<file path="config.mk">
export PLATFORM = sky130hd
export DESIGN_NAME = pma_rx_deser
export DESIGN_NICKNAME = d
export VERILOG_FILES = /design/src/rtl/pma_rx_deser.sv
export SDC_FILE = /design/constraint.sdc
export NUM_CORES = 1
export LEC_CHECK = 0
export ABC_CLOCK_PERIOD_IN_PS = 2750
export CORE_MARGIN = 2
export CORE_UTILIZATION = 31
export DETAILED_ROUTE_END_ITERATION = 8
export PLACE_DENSITY = 0.47
export SETUP_SLACK_MARGIN = 0.15
export SYNTH_ARGS = -nofsm -noshare
export SYNTH_HDL_FRONTEND = slang
export SYNTH_SLANG_ARGS = --single-unit
</file>
<file path="constraint.sdc">
create_clock -name Bit_Rate_Clk -period 2.75 [get_ports Bit_Rate_Clk]
set_input_delay 0.825 -clock Bit_Rate_Clk [delete_from_list [all_inputs] [get_ports Bit_Rate_Clk]]
set_output_delay 0.825 -clock Bit_Rate_Clk [all_outputs]
set_load 0.03 [all_outputs]
</file>
<file path="src/rtl/pma_rx_deser.sv">
// Serial-to-parallel receive deserializer with K28.5 comma alignment and lock tracking.
module pma_rx_deser #(
    parameter int unsigned DATA_WIDTH = 10,
    parameter int unsigned COMMA_LOCK = 3,
    parameter int unsigned MIS_THRESH = 4
) (
    input  logic                  Bit_Rate_Clk,
    input  logic                  Rst,
    input  logic                  RX_In_P,
    input  logic                  RX_En,
    output logic [DATA_WIDTH-1:0] Data_out,
    output logic                  Data_Valid,
    output logic                  Comma_Det,
    output logic                  Locked
);

    localparam int unsigned CNT_W    = 4;
    localparam int unsigned CNT_LAST = 9;
    localparam int unsigned EVT_W    = 3;

    localparam logic [DATA_WIDTH-1:0] COMMA_RDN = DATA_WIDTH'(10'h17C);
    localparam logic [DATA_WIDTH-1:0] COMMA_RDP = DATA_WIDTH'(10'h283);

    typedef enum logic [1:0] {
        HUNT   = 2'd0,
        VERIFY = 2'd1,
        LOCKED = 2'd2
    } state_t;

    state_t                state_q, state_d;
    logic [DATA_WIDTH-1:0] win_q, win_d, win_next_c;
    logic [CNT_W-1:0]      bit_cnt_q, bit_cnt_d;
    logic [EVT_W-1:0]      good_cnt_q, good_cnt_d, good_inc_c;
    logic [EVT_W-1:0]      mis_cnt_q, mis_cnt_d, mis_inc_c;
    logic                  comma_c, boundary_c, emit_c;

    // Next-state, counter and emit decisions for the incoming bit.
    always_comb begin
        win_next_c = {RX_In_P, win_q[DATA_WIDTH-1:1]};
        comma_c    = (win_next_c == COMMA_RDN) || (win_next_c == COMMA_RDP);
        boundary_c = (bit_cnt_q == CNT_W'(CNT_LAST));
        good_inc_c = EVT_W'(good_cnt_q + EVT_W'(1));
        mis_inc_c  = EVT_W'(mis_cnt_q + EVT_W'(1));

        state_d    = state_q;
        win_d      = win_next_c;
        bit_cnt_d  = boundary_c ? CNT_W'(0) : CNT_W'(bit_cnt_q + CNT_W'(1));
        good_cnt_d = good_cnt_q;
        mis_cnt_d  = mis_cnt_q;
        emit_c     = 1'b0;

        if (!RX_En) begin
            state_d    = HUNT;
            win_d      = win_q;
            bit_cnt_d  = CNT_W'(0);
            good_cnt_d = EVT_W'(0);
            mis_cnt_d  = EVT_W'(0);
        end else begin
            unique case (state_q)
                HUNT: begin
                    if (comma_c) begin
                        emit_c     = 1'b1;
                        bit_cnt_d  = CNT_W'(0);
                        good_cnt_d = EVT_W'(1);
                        state_d    = (COMMA_LOCK == 1) ? LOCKED : VERIFY;
                    end
                end
                VERIFY: begin
                    if (boundary_c) begin
                        emit_c = 1'b1;
                        if (comma_c) begin
                            good_cnt_d = good_inc_c;
                            if (good_inc_c == EVT_W'(COMMA_LOCK)) begin
                                state_d = LOCKED;
                            end
                        end
                    end else if (comma_c) begin
                        // Comma seen on a new phase: realign to it and restart counting.
                        emit_c     = 1'b1;
                        bit_cnt_d  = CNT_W'(0);
                        good_cnt_d = EVT_W'(1);
                    end
                end
                LOCKED: begin
                    if (boundary_c) begin
                        emit_c = 1'b1;
                        if (comma_c) begin
                            mis_cnt_d = EVT_W'(0);
                        end
                    end else if (comma_c) begin
                        mis_cnt_d = mis_inc_c;
                        if (mis_inc_c == EVT_W'(MIS_THRESH)) begin
                            state_d    = HUNT;
                            bit_cnt_d  = CNT_W'(0);
                            good_cnt_d = EVT_W'(0);
                            mis_cnt_d  = EVT_W'(0);
                        end
                    end
                end
                default: begin
                    state_d    = HUNT;
                    bit_cnt_d  = CNT_W'(0);
                    good_cnt_d = EVT_W'(0);
                    mis_cnt_d  = EVT_W'(0);
                end
            endcase
        end
    end

    // State, window, counters and registered outputs.
    always_ff @(posedge Bit_Rate_Clk) begin
        if (Rst) begin
            state_q    <= HUNT;
            win_q      <= '0;
            bit_cnt_q  <= '0;
            good_cnt_q <= '0;
            mis_cnt_q  <= '0;
            Data_out   <= '0;
            Data_Valid <= 1'b0;
            Comma_Det  <= 1'b0;
            Locked     <= 1'b0;
        end else begin
            state_q    <= state_d;
            win_q      <= win_d;
            bit_cnt_q  <= bit_cnt_d;
            good_cnt_q <= good_cnt_d;
            mis_cnt_q  <= mis_cnt_d;
            Data_Valid <= emit_c;
            Comma_Det  <= emit_c & comma_c;
            Locked     <= (state_d == LOCKED);
            if (emit_c) begin
                Data_out <= win_next_c;
            end
        end
    end

endmodule

</file>
==> impl_metrics.env, run 1 <==
export IMPL_slew_violations=0
export IMPL_routed_wl_um=3120
export IMPL_synthFlopType="dfxtp_1"
export IMPL_h_tree_depth=2
export IMPL_grt_setup_unrepaired="no"
export IMPL_drcViolationCount=0
export IMPL_post_cts_buffers=0
export IMPL_setup_viol=0
export IMPL_vias=1182
export IMPL_status="complete, no violations"
export IMPL_ys_seq_elements=34
export IMPL_critPathBufInv=2
export IMPL_numCtsBuffers=5
export IMPL_grt_pass1_vias=1201
export IMPL_clock_sinks=34
export IMPL_skew_ns=0.00790
export IMPL_coreArea_um2=4750
export IMPL_cpLargestDelayFamily="buffers and inverters"
export IMPL_die_area_um2=5530
export IMPL_fmaxAchievable_ghz=0.425
export IMPL_synth_area_um2=1540
export IMPL_yosysWarnings=0
export IMPL_fin_tns_setup_ns=0
export IMPL_fp_dieW_um=74.4
export IMPL_relSlewSlack_pct=71.6
export IMPL_diodes=0
export IMPL_fin_nets=192
export IMPL_synth_nets=169
export IMPL_clockBufferDepth=2
export IMPL_slowest_stage="or4_4"
export IMPL_synthCells=159
export IMPL_grt_usage_pct=12.9
export IMPL_multi_input_area_um2=787
export IMPL_holdCritPathClass="register to register"
export IMPL_critPathLaunchType="primary input"
export IMPL_cts_tree="built"
export IMPL_num_rows=25
export IMPL_endpoint_kind="register"
export IMPL_via_per_inst=4.73
export IMPL_synthDistinctLibCells=36
export IMPL_globalplace_congestion=0.800
export IMPL_root_buffer="clkbuf_8"
export IMPL_layout_cells_most_common="dfxtp_1"
export IMPL_ant_nets=0
export IMPL_final_cell_mix="34 x dfxtp_1, 26 x nor2_1, 19 x mux2i_1, 16 x clkdlybuf4s50_1, 9 x nand2_1"
export IMPL_synth_top_area_share_pct=44.3
export IMPL_fp_dieH_um=74.4
export IMPL_start_util_pct=32.3
export IMPL_synth_top_area_cell="dfxtp_1"
export IMPL_fillCellCount=508
export IMPL_drtIter0Drc=86
export IMPL_ys_seq_area_share_pct=44.3
export IMPL_avgRoutedWirePerCell_um=12.5
export IMPL_clk_latency_ns=0.29
export IMPL_power_density_nw_per_um2=511
export IMPL_antenna_found_initial=0
export IMPL_max_cap_violations=0
export IMPL_regArea_um2=681
export IMPL_p_leak_nw=0.686
export IMPL_path_clk_slew_ns=0.07
export IMPL_worstPathArrival_ns=2.53
export IMPL_dp_hpwl_um=2270
export IMPL_synthArstFlopShare_pct=0
export IMPL_period_minus_slack_ns=2.35
export IMPL_crit_fanout=10
export IMPL_worst_slew_pin_slew_ns=0.426
export IMPL_synth_edf_count=0
export IMPL_ctsHoldBuffers=0
export IMPL_path_cells="clkdlybuf4s50_1 > or4_4 > a311oi_2 > buf_4 > mux2i_1 > nor2_1"
export IMPL_syn_area_per_cell_um2=9.66
export IMPL_grt_overflow=0
export IMPL_path_class="primary input to register"
export IMPL_grt_max_degree=21
export IMPL_vdd_ir_drop_max_mv=0.252
export IMPL_cpPeakStageDelay_ns=0.55
export IMPL_drive_above_1_share_pct=13.7
export IMPL_required_ns=2.92
export IMPL_ys_top_cells_by_area="dfxtp_1 44%, mux2i_1 12%, nor2_1 6.4%"
export IMPL_holdWs_ns=0.481
export IMPL_io_pins=17
export IMPL_final_hold_viol_count=0
export IMPL_fin_crit_sh_pct=85.5
export IMPL_firstDrtPassIters=4
export IMPL_grt_pass1_wl_um=5460
export IMPL_port_buffers=16
export IMPL_area_growth_pct=23.3
export IMPL_cts_resized=0
[worst paths after layout]
kind	from	to	slack (ns)	cells after the start
worst min register to register	bit_cnt_q[0]	bit_cnt_q[0]	0.48	1
worst max-delay path	RX_In_P	Data_out[5]	0.40	6
worst min-delay path	bit_cnt_q[0]	bit_cnt_q[0]	0.48	1
worst max register to register	state_q[1]	mis_cnt_q[2]	0.74	4
[cell families after synthesis]
family          synth area share, %
compound gates                 10.9
xor+xnor                       2.28
buf+inv                        4.40
simple gates                   20.8
mux                            12.4
flops                          44.3
fa+ha+maj                      4.89
[registers in the layout, summed over array words and instances, names as in the netlist]
signal	count
win_q	9
state_q	2
Comma_Det	1
Data_out	10
Data_Valid	1
Locked	1
mis_cnt_q	3
good_cnt_q	3
bit_cnt_q	4
[Yosys cell counts, drive strengths merged (3+ instances only)]
master  number
nor3         3
nor4         4
mux2i       19
nand2        9
inv          5
dfxtp       34
a21oi        8
nand3        6
buf          6
ha           6
nor2        26
o21ai        4
[through the flow]
stage                     std cells  worst slack [ns]  cell area [um^2]  util (%)  total power, mW
after floorplan                 159             0.620              1540         -            0.530
after global placement          242             0.109              1780      37.5            0.542
after detailed placement        242             0.100              1780      37.5            0.543
after CTS                       250             0.395              1890      39.8            0.975
after global routing            250             0.300              1890      39.8             1.00
final                           250             0.398              1890      39.8            0.967
[final cells by class]
class	count	area share, %
Timing Repair Buffer	23	11.2
Clock buffer	8	5.82
Tap cell	67	4.43
Sequential cell	34	36.0
Inverter	5	0.991
Multi-Input combinational cell	113	41.6
[metal layers]
layer  up-vias  part of all wire, %  track usage, %
met1       556                   46            15.3
met5         -                    0               0
li1        603                    -               -
met3         5                  3.2            4.07
met2        18                   49            22.1
met4         0                  1.6            4.17
[report_power, final]
group	internal [mW]	switching (mW)	leakage [nW]
clock	0.253	0.183	0.0575
sequential	0.495	0.00377	0.274
combinational	0.0151	0.0172	0.354
total	0.763	0.204	0.686
Note: power is estimated with default switching activity, not from simulation.
==> inputs of run 2 (changes only) <==
Settings changed: SETUP_SLACK_MARGIN 0.15 to not set.
==> results of run 2 <==
The final DEF is identical to that of run 1; final timing and power are the same.
